--- config.mk ---
export PLATFORM = sky130hd
export DESIGN_NAME = if_id_fetch_stage
export DESIGN_NICKNAME = d
export VERILOG_FILES = /design/src/rtl/if_id_fetch_stage.sv
export SDC_FILE = /design/constraint.sdc
export NUM_CORES = 1
export LEC_CHECK = 0
export ABC_AREA = 1
export CAP_MARGIN = 20
export CORE_ASPECT_RATIO = 1.1
export CORE_UTILIZATION = 39
export CTS_CLUSTER_DIAMETER = 50
export DETAILED_ROUTE_END_ITERATION = 12
export PLACE_DENSITY = 0.83
export RECOVER_POWER = 50
export SLEW_MARGIN = 5
export SYNTH_ARGS = -nofsm -noshare
export SYNTH_HDL_FRONTEND = slang
export SYNTH_SLANG_ARGS = --single-unit
export TNS_END_PERCENT = 20
--- constraint.sdc ---
create_clock -name clk_i -period 1.35 [get_ports clk_i]
set_input_delay 0.27 -clock clk_i [delete_from_list [all_inputs] [get_ports clk_i]]
set_output_delay 0.27 -clock clk_i [all_outputs]
set_load 0.005 [all_outputs]
--- src/rtl/if_id_fetch_stage.sv ---
// Instruction fetch plus IF/ID register; optional stall/flush counters under `ifdef FETCH_PERF_EN.
// Latency: the word fetched at pc_o appears on if_id_instr_o one edge later; a redirect costs one bubble.
// Backpressure: stall_i holds PC and IF/ID indefinitely, and flush_i takes priority over stall_i.
module if_id_fetch_stage #(
    parameter logic [31:0] RESET_PC  = 32'h0000_0000,
    parameter logic [31:0] NOP_INSTR = 32'h0000_0000,
    parameter logic [31:0] PC_STEP   = 32'd4
) (
    input  logic        clk_i,
    input  logic        rst_i,
    input  logic        start_i,
    input  logic        stall_i,
    input  logic        flush_i,
    input  logic [31:0] target_i,
    output logic [31:0] imem_addr_o,
    input  logic [31:0] imem_data_i,
    output logic [31:0] pc_o,
    output logic [31:0] if_id_instr_o,
    output logic [31:0] if_id_pc4_o,
    output logic        if_id_valid_o,
    output logic [4:0]  if_id_rs_o,
    output logic [4:0]  if_id_rt_o
`ifdef FETCH_PERF_EN
    ,
    output logic [15:0] stall_cnt_o,
    output logic [15:0] flush_cnt_o
`endif
);

    typedef enum logic [0:0] {
        ST_IDLE = 1'b0,
        ST_RUN  = 1'b1
    } state_t;

    state_t      r_state;
    logic [31:0] r_pc;
    logic [31:0] r_instr;
    logic [31:0] r_pc4;
    logic        r_valid;
    logic [31:0] w_pc_next;

    // Modulo-2^32 add: 32'hFFFF_FFFC steps to zero.
    assign w_pc_next = r_pc + PC_STEP;

    always_ff @(posedge clk_i or negedge rst_i) begin
        if (!rst_i) begin
            r_state <= ST_IDLE;
            r_pc    <= RESET_PC;
            r_instr <= NOP_INSTR;
            r_pc4   <= 32'd0;
            r_valid <= 1'b0;
        end else begin
            case (r_state)
                ST_IDLE: begin
                    r_instr <= NOP_INSTR;
                    r_pc4   <= 32'd0;
                    r_valid <= 1'b0;
                    if (start_i) begin
                        r_state <= ST_RUN;
                    end
                end
                ST_RUN: begin
                    if (!start_i) begin
                        // PC and IF/ID hold on the leaving edge; IDLE bubbles from the next one.
                        r_state <= ST_IDLE;
                    end else if (flush_i) begin
                        r_pc    <= target_i;
                        r_instr <= NOP_INSTR;
                        r_pc4   <= 32'd0;
                        r_valid <= 1'b0;
                    end else if (!stall_i) begin
                        r_pc    <= w_pc_next;
                        r_instr <= imem_data_i;
                        r_pc4   <= w_pc_next;
                        r_valid <= 1'b1;
                    end
                end
                default: begin
                    r_state <= ST_IDLE;
                end
            endcase
        end
    end

`ifdef FETCH_PERF_EN
    logic [15:0] r_stall_cnt;
    logic [15:0] r_flush_cnt;
    logic        w_run_edge;

    assign w_run_edge = (r_state == ST_RUN) && start_i;

    always_ff @(posedge clk_i or negedge rst_i) begin
        if (!rst_i) begin
            r_stall_cnt <= 16'd0;
            r_flush_cnt <= 16'd0;
        end else if (w_run_edge) begin
            if (flush_i) begin
                if (r_flush_cnt != 16'hFFFF) begin
                    r_flush_cnt <= r_flush_cnt + 16'd1;
                end
            end else if (stall_i) begin
                if (r_stall_cnt != 16'hFFFF) begin
                    r_stall_cnt <= r_stall_cnt + 16'd1;
                end
            end
        end
    end

    assign stall_cnt_o = r_stall_cnt;
    assign flush_cnt_o = r_flush_cnt;
`endif

    assign pc_o          = r_pc;
    assign imem_addr_o   = r_pc;
    assign if_id_instr_o = r_instr;
    assign if_id_pc4_o   = r_pc4;
    assign if_id_valid_o = r_valid;
    assign if_id_rs_o    = r_instr[25:21];
    assign if_id_rt_o    = r_instr[20:16];

endmodule
==> reports/qor.yml, run 1 <==
synthesis:
  number_of_enable_flip_flop_cells_after_synthesis: 0
  syn_nets: 661
  postSynthCellCount: 591
  syn_area_mm2: 0.00487
  seq_area_frac_synth_pct: 50.3
  synth_area_per_cell_um2: 8.24
  postSynth.asyncResetShare_pct: 100
  synthesis.yosys.warnings: 0
  synth_seq_cells: 98
  synth_flop_cell: "dfrtp_1"
  synthDistinctLibCells: 22
grt:
  pin_count_of_the_biggest_net_entering_global_routing: 48
  grt_first_pass_wirelength_mm: 24.2
  grtUsageTotal_pct: 24.5
  antenna_violations_before_repair: 0
  grt_remaining_overflow: 0
  grt_pass1_vias: 4813
cts:
  clock_path_buffers: 2
  cts.sink_count: 98
  cts.clk_slew.worst_paths_ns: 0.07
  clock_insertion_delay_worst_skew_ns: 0.35
  root_buffer: "clkbuf_16"
  cts_inserted_buffers: 9
  tritoncts: "built"
  cts-htree-levels: 3
finish:
  flow.area_growth_from_synthesis_pct: 63.6
  antenna_cells_inserted: 0
  layout.cells.most_common_list: "nand2_1 (197), dfrtp_1 (94), dlygate4sd2_1 (88)"
  most_common_cell_after_layout_fill_and_taps_aside: "nand2_1"
  finish.net_count: 932
  stdcell_area_mm2: 0.00797
  drive_above_1_share_pct: 26.2
drt:
  wl_per_cell_um: 15.7
  avgViaCountPerCell: 4.93
  dr_total_vias: 5031
  drtPass1Iterations: 5
  postRouteAntennaNets: 0
  drt_iter0_markers: 365
  drt-total-wl_mm: 16.0
  drc_errors: 0
sta:
  rsz0062_at_grt: "yes"
  slew_viol_final: 0
  tightestPinTransition_ns: 0.840
  worst_slew_margin_pct: 44.0
  fin_worst_skew_ns: 0.00750
  setup_viol: 58
  timing.hold.ws_ns: 0.237
  fin_crit_sh_pct: 116
  timing.fmax_mhz: 636
  hold_viol: 0
  period_needed_ns: 1.57
  layout_setup_ws_ns: -0.222
power_and_ir_drop:
  cellPowerDensity_mw_per_mm2: 1120
  leakage_nw: 4.37
  ir_worst_vdd_mv: 0.624
worst_setup_path:
  path_max_fanout: 5
  timing.critical_path.cells: "ha_4 -> nand2_4 -> nor2_4 -> nand2_4 -> nor2_4 -> xor2_1 -> nand2_1 -> nand2_1"
  critical-path-top-delay-family: "simple AND/OR/NAND/NOR gates"
  worstSetupStartpointType: "register"
  worstReg2RegStart: "imem_addr_o[2]"
  crit_slowest_cell: "dfrtp_1"
  end_kind: "register"
  worst_ep_arrival_time_ns: 1.86
  reg2reg_slack_ns: -0.22
  critPathMaxStageDelay_ns: 0.41
  worstRegToRegCells: 8
  critPathRequiredTime_ns: 1.64
  crit_buf_inv: 0
  critical_path.reg2reg.endpoint: "imem_addr_o[18]"
  crit_type: "reg -> reg"
floorplanning:
  die-width_um: 109
  initial_core_util_pct: 40.3
  io-pin-count: 208
  core_region_area_mm2: 0.0121
  die_h_um: 119
  die_area_mm2: 0.0129
  placement_rows: 42
min_path:
  timing.hold.worst_endpoint: "r_state"
  hp-start: "start_i"
  hold-path-cell-count: 1
  hold_path_class: "in -> reg"
run:
  cap_violations: 0
placed_design:
  placed_cell_area_mm2: 0.00742
  gpl.final_weighted_congestion: 0.851
  post-dp-hpwl_mm: 11.0
  io_buffers: 207
outcome:
  failed_checks: "setup timing"
  status: "finished with violations"
## cell usage after synthesis (2+ instances only)
library cell,n,area share (%)
o21ai_0,11,1.1
a21oi_1,2,0.21
inv_1,45,3.5
xor2_1,7,1.3
buf_2,13,1.3
nor2_2,5,0.64
a22o_1,34,6.1
buf_4,46,7.1
dfrtp_1,98,50
and2_1,2,0.26
nor2_1,35,2.7
clkbuf_1,5,0.39
inv_2,4,0.31
o211ai_1,6,0.92
mux2_1,2,0.46
nand3_1,63,6.5
nand2_1,208,16
## flip-flops by register name, indices dropped and copies added, names as in the netlist
register / count
if_id_instr_o: 32
r_state: 1
if_id_pc4_o: 32
imem_addr_o: 32
if_id_valid_o: 1
## per-stage QoR
step	power, mW	util (%)	setup slack, ns	TNS, ns	std cells
after floorplan	4.56	-	-0.0738	-0.813	591
after global placement	6.15	61.4	-0.386	-31.92	965
after detailed placement	6.21	61.4	-0.455	-37.41	965
after CTS	8.90	65.4	-0.180	-5.50	1011
after global routing	9.43	65.9	-0.350	-15.35	1021
final	8.95	65.9	-0.222	-6.57	1021
## worst max path at each step
stage / from / end / slack (ns) / cells past startpoint
finish: imem_addr_o[2] / imem_addr_o[18] / -0.22 / 8
global route: imem_addr_o[2] / imem_addr_o[18] / -0.35 / 8
CTS: imem_addr_o[6] / if_id_pc4_o[17] / -0.18 / 9
detailed placement: flush_i / imem_addr_o[22] / -0.46 / 10
global placement: flush_i / imem_addr_o[0] / -0.39 / 4
floorplan: imem_addr_o[3] / if_id_pc4_o[24] / -0.07 / 10
## metal layers
layer	track usage [%]	up-vias	share of wire, %
li1	-	2393	-
met1	29.9	2370	41
met2	42.0	223	48
met3	5.04	45	7.0
met4	9.21	0	3.6
met5	0	-	0
## power breakdown
| part | switching (mW) | total [mW] | internal (mW) | leakage (nW) |
|---|---|---|---|---|
| clock | 1.17 | 2.62 | 1.45 | 0.138 |
| sequential | 0.227 | 3.45 | 3.22 | 1.30 |
| combinational | 1.29 | 2.88 | 1.59 | 2.93 |
## area by class of cell
cell class	instances	area, µm²
sequential	98	2460
clock buffer	9	225
inverter	49	189
timing repair buffer	324	2810
fill	984	4120
multi-input combinational	380	2020
tap	154	193
clock inverter	7	78.8
## cell families (layout without fill, tap and decap cells)
family / count (synthesis) / count (layout) / share of synthesized area, %
AOI/OAI and AO/OA: 54 / 54 / 8.47
xor gates and xnor gates: 8 / 8 / 1.44
adders and majority gates: 1 / 1 / 0.257
buffers and inverters: 113 / 389 / 12.6
DFF: 98 / 98 / 50.3
muxes: 2 / 2 / 0.462
and+or+nand+nor: 315 / 315 / 26.5
## timing repair
item                                    in CTS  in global routing
endpoints found under the setup margin     218                136
pin swaps                                   12                 16
buffers inserted                            29                 10
endpoints found under the hold margin        9                  0
resized for setup                          228                107
hold buffers                                 1                  0
(Power assumes the default switching activity.)
==> inputs of run 2 (changes only) <==
- SETUP_SLACK_MARGIN: not set -> 0.05
==> run 2 against run 1 <==
  * The flow still finishes with violations (setup timing)
  * Critical path depth up 1
  * Fmax is 3.8% lower
  * Non-clock buffer count rose by 11
  * Worst hold slack better by 0.014 ns
  * Global-route usage increased by 1.0 points
  * Power increased by 5.8%
  * Utilization increased by 3.2 points
  * Critical path type unchanged
==> reports/qor.yml, run 2 (same netlist as run 1, synthesis figures left out) <==
drt:
  avgViaCountPerCell: 5.04  # was 4.93
  drt-total-wl_mm: 17.5  # was 16.0 mm
  drc_errors: 0  # unchanged
  postRouteAntennaNets: 0  # unchanged
  dr_total_vias: 5204  # was 5031
  drt_iter0_markers: 419  # was 365
  drtPass1Iterations: 5  # unchanged
  wl_per_cell_um: 16.9  # was 15.7 µm
floorplanning:
  core_region_area_mm2: 0.0121  # unchanged
  initial_core_util_pct: 40.3  # unchanged
  die_h_um: 119  # unchanged
  die_area_mm2: 0.0129  # unchanged
  die-width_um: 109  # unchanged
  io-pin-count: 208  # unchanged
  placement_rows: 42  # unchanged
power_and_ir_drop:
  pwr-share-seq_pct: 36.7  # was 38.5%
  power.share.switching_pct: 29.6  # was 30.0%
  leakage_nw: 4.41  # was 4.37 nW
  ir_worst_vdd_mv: 0.642  # was 0.624 mV
  power.share.clock_pct: 27.8  # was 29.3%
  cellPowerDensity_mw_per_mm2: 1130  # was 1120 mW/mm²
  p_comb_share_pct: 35.4  # was 32.2%
  switchingPower_mw: 2.80  # was 2.69 mW
  power.internal_mw: 6.67  # was 6.26 mW
placed_design:
  dpl.cell_count: 958  # was 965
  place_worst_setup_slack_ns: -0.484  # was -0.455 ns
  post-dp-hpwl_mm: 10.9  # was 11.0 mm
  io_buffers: 207  # unchanged
  gpl.final_weighted_congestion: 0.836  # was 0.851
grt:
  grt_first_pass_wirelength_mm: 25.3  # was 24.2 mm
  grt_pass1_vias: 5051  # was 4813
  grtUsageTotal_pct: 25.5  # was 24.5%
  pin_count_of_the_biggest_net_entering_global_routing: 45  # was 48
  antenna_violations_before_repair: 0  # unchanged
  grt_remaining_overflow: 0  # unchanged
finish:
  antenna_cells_inserted: 0  # unchanged
  flow.area_growth_from_synthesis_pct: 71.4  # was 63.6%
  most_common_cell_after_layout_fill_and_taps_aside: "nand2_1"  # unchanged
  post-route-util_pct: 69.1  # was 65.9%
  drive_above_1_share_pct: 31.0  # was 26.2%
  fillCellCount: 916  # was 984
  finish.net_count: 943  # was 932
  layout.cells.most_common_list: "nand2_1 (180), dfrtp_1 (91), buf_4 (81)"  # was nand2_1 (197), dfrtp_1 (94), dlygate4sd2_1 (88)
  layout.cells.non_filler: 1032  # was 1021
cts:
  cts.sink_count: 98  # unchanged
  cts_inserted_buffers: 9  # unchanged
  clock_path_buffers: 2  # unchanged
  cts.clk_slew.worst_paths_ns: 0.07  # about the same
  root_buffer: "clkbuf_16"  # unchanged
  tritoncts: "built"  # unchanged
  cts-htree-levels: 3  # unchanged
  clock_insertion_delay_worst_skew_ns: 0.35  # about the same
sta:
  totalNegativeSetupSlack_ns: -11.85  # was -6.57 ns
  slew_viol_final: 0  # unchanged
  worst_slew_margin_pct: 65.9  # was 44.0%
  timing.fmax_mhz: 612  # was 636 MHz
  tightestPinTransition_ns: 0.512  # was 0.840 ns
  layout_setup_ws_ns: -0.284  # was -0.222 ns
  hold_viol: 0  # unchanged
  fin_crit_sh_pct: 121  # was 116%
  rsz0062_at_grt: "yes"  # unchanged
  fin_worst_skew_ns: 0.00872  # was 0.00750 ns
  setup_viol: 94  # was 58
  period_needed_ns: 1.63  # was 1.57 ns
min_path:
  hold-path-cell-count: 1  # unchanged
  timing.hold.worst_endpoint: "r_state"  # unchanged
  hp-start: "start_i"  # unchanged
  hold_path_class: "in -> reg"  # unchanged
worst_setup_path:
  worst_ep_arrival_time_ns: 1.85  # was 1.86 ns
  worstReg2RegStart: "imem_addr_o[3]"  # was imem_addr_o[2]
  end_kind: "register"  # unchanged
  crit_type: "reg -> reg"  # unchanged
  worstSetupStartpointType: "register"  # unchanged
  worstRegToRegCells: 9  # was 8
  reg2reg_slack_ns: -0.28  # was -0.22 ns
  critPathRequiredTime_ns: 1.57  # was 1.64 ns
  path_max_fanout: 5  # unchanged
  critical_path.reg2reg.endpoint: "imem_addr_o[26]"  # was imem_addr_o[18]
outcome:
  failed_checks: "setup timing"  # unchanged
  status: "finished with violations"  # unchanged
run:
  cap_violations: 0  # unchanged
[run 2: changes by cell type in the layout (fill, tap and decap cells not counted), sizes merged]
cell	previous run	this run
inv	50	49
clkdlybuf4s50	65	64
dlymetal6s2s	1	0
clkinvlp	3	2
buf	121	170
clkbuf	48	21
clkinv	2	1
clkdlybuf4s15	8	45
dlygate4sd2	88	45
[run 2: worst max-delay path, cell delays in order, from the launching register on]
cell and delay, ns:
dfrtp_1 0.40, buf_6 0.12, ha_4 0.14, nand2_4 0.06, nor2_4 0.16, nand2_4 0.12
nor2_4 0.19, nand3_1 0.12, nand3_2 0.09, nand3_1 0.09
[run 2: what timing repair did]
action,in CTS,in global routing
resized for setup,347,138
hold buffers,1,0
pin swaps,18,30
cloned,0,0
setup buffers,43,15
endpoints found under the setup margin,235,146
endpoints found under the hold margin,18,0
[run 2: power by group through the flow]
stage / combinational, mW / sequential [mW] / clock (mW)
final: 3.36 / 3.48 / 2.63
after global routing: 3.58 / 3.51 / 2.81
after CTS: 2.90 / 3.46 / 2.67
after detailed placement: 2.59 / 3.57 / 0
after global placement: 2.54 / 3.56 / 0
after floorplan: 0.957 / 3.60 / 0
[run 2: layer usage]
layer	track usage, %	part of all wire [%]
met3	3.94	6.5
met4	12.1	3.4
met5	0	0
met2	43.7	51
met1	31.1	39
[run 2: layout make-up]
type	count	area (µm²)	area share, %
Timing Repair Buffer	335	3070	36.7
Sequential cell	98	2460	29.5
Multi-Input combinational cell	380	2130	25.5
Clock buffer	12	256	3.07
Tap cell	154	193	2.31
Inverter	49	191	2.29
Clock inverter	4	50.0	0.599
[run 2: worst max path at each step]
stage          slack [ns]            from  cells after the start         endpoint
3_5_place_dp        -0.48         flush_i                     10   imem_addr_o[6]
5_1_grt             -0.35  imem_addr_o[3]                      9  imem_addr_o[12]
6_report            -0.28  imem_addr_o[3]                      9  imem_addr_o[26]
3_3_place_gp        -0.42         flush_i                      4   imem_addr_o[1]
2_1_floorplan       -0.07  imem_addr_o[3]                     10  if_id_pc4_o[24]
4_1_cts             -0.23  imem_addr_o[3]                     11  if_id_pc4_o[20]
[run 2: through the flow]
step | power (mW) | instance area (µm²) | hold WS [ns]
after floorplan | 4.56 | 4900 | -0.0256
after global placement | 6.10 | 7340 | 0.175
after detailed placement | 6.17 | 7340 | 0.173
after CTS | 9.03 | 7920 | 0.352
after global routing | 9.89 | 8350 | 0.255
final | 9.47 | 8350 | 0.251
==> inputs of run 3 (changes only) <==
- clock period: 1.35 -> 1.3 ns (I/O delays scaled with it)
==> run 3 against run 2 <==
  * The flow still finishes with violations (setup timing)
  * Non-clock buffer count increased by 6
  * Clock power is 2% higher
  * Register-to-register slack about the same
  * Sequential share of layout area increased by 0.18 points
  * Wire length decreased by 6.1%
  * Worst hold slack worse by 0.047 ns
  * Fmax rose by 2.3%
  * Clock skew about the same
  * Worst setup slack worse by 0.013 ns
  * Die area unchanged
  * Largest power group unchanged
  * Critical path depth is 1 lower
==> reports/qor.yml, run 3 (same netlist as run 1, synthesis figures left out) <==
min_path:
  hold_path_class: "in -> reg"  # unchanged
floorplanning:
  core_region_area_mm2: 0.0121  # unchanged
  placement_rows: 42  # unchanged
  die-width_um: 109  # unchanged
  die_h_um: 119  # unchanged
  initial_core_util_pct: 40.3  # unchanged
  io-pin-count: 208  # unchanged
  die_area_mm2: 0.0129  # unchanged
sta:
  slew_viol_final: 0  # unchanged
  layout_setup_ws_ns: -0.297  # was -0.284 ns
  fin_crit_sh_pct: 123  # was 121%
  totalNegativeSetupSlack_ns: -13.44  # was -11.85 ns
  timing.fmax_mhz: 626  # was 612 MHz
  setup_viol: 92  # was 94
  worst_slew_margin_pct: 68.6  # was 65.9%
  rsz0062_at_grt: "yes"  # unchanged
  tightestPinTransition_ns: 0.471  # was 0.512 ns
  fin_worst_skew_ns: 0.00846  # was 0.00872 ns
  period_needed_ns: 1.60  # was 1.63 ns
  hold_viol: 0  # unchanged
cts:
  clock_insertion_delay_worst_skew_ns: 0.34  # was 0.35 ns
  cts_inserted_buffers: 9  # unchanged
  root_buffer: "clkbuf_16"  # unchanged
  clock_path_buffers: 2  # unchanged
  cts.sink_count: 98  # unchanged
  tritoncts: "built"  # unchanged
  cts.clk_slew.worst_paths_ns: 0.07  # about the same
  cts-htree-levels: 3  # unchanged
run:
  cap_violations: 0  # unchanged
drt:
  drt-total-wl_mm: 16.4  # was 17.5 mm
  wl_per_cell_um: 15.8  # was 16.9 µm
  dr_total_vias: 5062  # was 5204
  postRouteAntennaNets: 0  # unchanged
  avgViaCountPerCell: 4.88  # was 5.04
  drt_iter0_markers: 326  # was 419
  drc_errors: 0  # unchanged
  drtPass1Iterations: 4  # was 5
worst_setup_path:
  worst_ep_arrival_time_ns: 1.82  # was 1.85 ns
  end_kind: "register"  # unchanged
  crit_type: "reg -> reg"  # unchanged
  path_max_fanout: 5  # unchanged
  critPathRequiredTime_ns: 1.52  # was 1.57 ns
  worstSetupStartpointType: "register"  # unchanged
power_and_ir_drop:
  ir_worst_vdd_mv: 0.670  # was 0.642 mV
  cellPowerDensity_mw_per_mm2: 1170  # was 1130 mW/mm²
  leakage_nw: 4.25  # was 4.41 nW
grt:
  pin_count_of_the_biggest_net_entering_global_routing: 52  # was 45
  grt_pass1_vias: 4874  # was 5051
  antenna_violations_before_repair: 0  # unchanged
  grtUsageTotal_pct: 24.2  # was 25.5%
  grt_remaining_overflow: 0  # unchanged
  grt_first_pass_wirelength_mm: 24.0  # was 25.3 mm
finish:
  multi_input_comb_area_mm2: 0.00201  # was 0.00213 mm²
  drive_above_1_share_pct: 29.8  # was 31.0%
  layout.cells.most_common_list: "nand2_1 (189), dfrtp_1 (92), buf_4 (84)"  # was nand2_1 (180), dfrtp_1 (91), buf_4 (81)
  flow.area_growth_from_synthesis_pct: 70.3  # was 71.4%
  stdcell_area_mm2: 0.00830  # was 0.00835 mm²
  most_common_cell_after_layout_fill_and_taps_aside: "nand2_1"  # unchanged
  finish.net_count: 949  # was 943
  antenna_cells_inserted: 0  # unchanged
  fillCellCount: 925  # was 916
  ff_latch_area_mm2: 0.00246  # about the same
placed_design:
  placed_cell_area_mm2: 0.00737  # was 0.00734 mm²
  gpl.final_weighted_congestion: 0.845  # was 0.836
  post-dp-hpwl_mm: 11.0  # was 10.9 mm
  io_buffers: 207  # unchanged
outcome:
  status: "finished with violations"  # unchanged
  failed_checks: "setup timing"  # unchanged
run 3: cell count changes in the layout (fill, tap and decap cells not counted), moves of 9 or more:
cell,before,now
clkbuf_1,4,13
dlygate4sd2_1,45,6
nand2_1,180,189
clkdlybuf4s15_1,45,74
buf_2,20,10
buf_6,65,74
run 3: metal layers:
layer	part of all wire, %	track usage (%)
met1	40	28.8
met2	50	41.9
met3	6.9	4.43
met4	3.3	10.6
met5	0	0
run 3: worst max-delay path, stage by stage (launching register included):
cell,delay (ns)
dfrtp_1,0.39
ha_2,0.21
nand2_2,0.08
nor2_4,0.18
nand2_4,0.12
nor2_4,0.19
nand3_1,0.13
nand3_2,0.11
nand3_1,0.07
run 3: repair_timing:
| item | in CTS | in global routing |
|---|---|---|
| pin swaps | 10 | 23 |
| hold buffers | 1 | 0 |
| gates cloned | 0 | 0 |
| buffers inserted | 49 | 12 |
| setup endpoints to repair | 235 | 146 |
| resized for setup | 383 | 131 |
| endpoints found under the hold margin | 98 | 0 |
run 3: cell type report:
class	instances	share of cell area, %
clock buffer	12	2.97
clock inverter	4	0.618
inverter	49	2.28
multi-input combinational	380	24.2
sequential	98	29.6
tap	154	2.32
timing repair buffer	341	37.9
run 3: path summary, 6_finish.rpt:
kind | startpoint | endpoint | slack, ns | cells after the start
worst max-delay path | imem_addr_o[3] | imem_addr_o[26] | -0.30 | 8
worst min-delay path | start_i | r_state | 0.20 | 1
worst max register to register | imem_addr_o[3] | imem_addr_o[26] | -0.30 | 8
worst min register to register | if_id_pc4_o[23] | if_id_pc4_o[23] | 0.48 | 2
max in group asynchronous | rst_i | imem_addr_o[5] | 0.22 | 3
min in group asynchronous | rst_i | if_id_instr_o[12] | 0.32 | 2
run 3: where the power goes:
part,internal [mW],switching (mW)
Clock,1.55,1.13
Combinational,2.02,1.46
Sequential,3.35,0.227
Total,6.92,2.82
run 3: through the flow:
step / worst slack, ns / std cells / total power, mW / hold slack, ns / utilization (%)
6_report: -0.297 / 1038 / 9.74 / 0.204 / 68.6
5_1_grt: -0.369 / 1038 / 10.2 / 0.193 / 68.6
4_1_cts: -0.225 / 1026 / 9.40 / 0.197 / 66.3
3_5_place_dp: -0.546 / 961 / 6.42 / 0.0776 / 60.9
3_3_place_gp: -0.465 / 961 / 6.36 / 0.0803 / 60.9
2_1_floorplan: -0.124 / 591 / 4.73 / -0.0356 / -
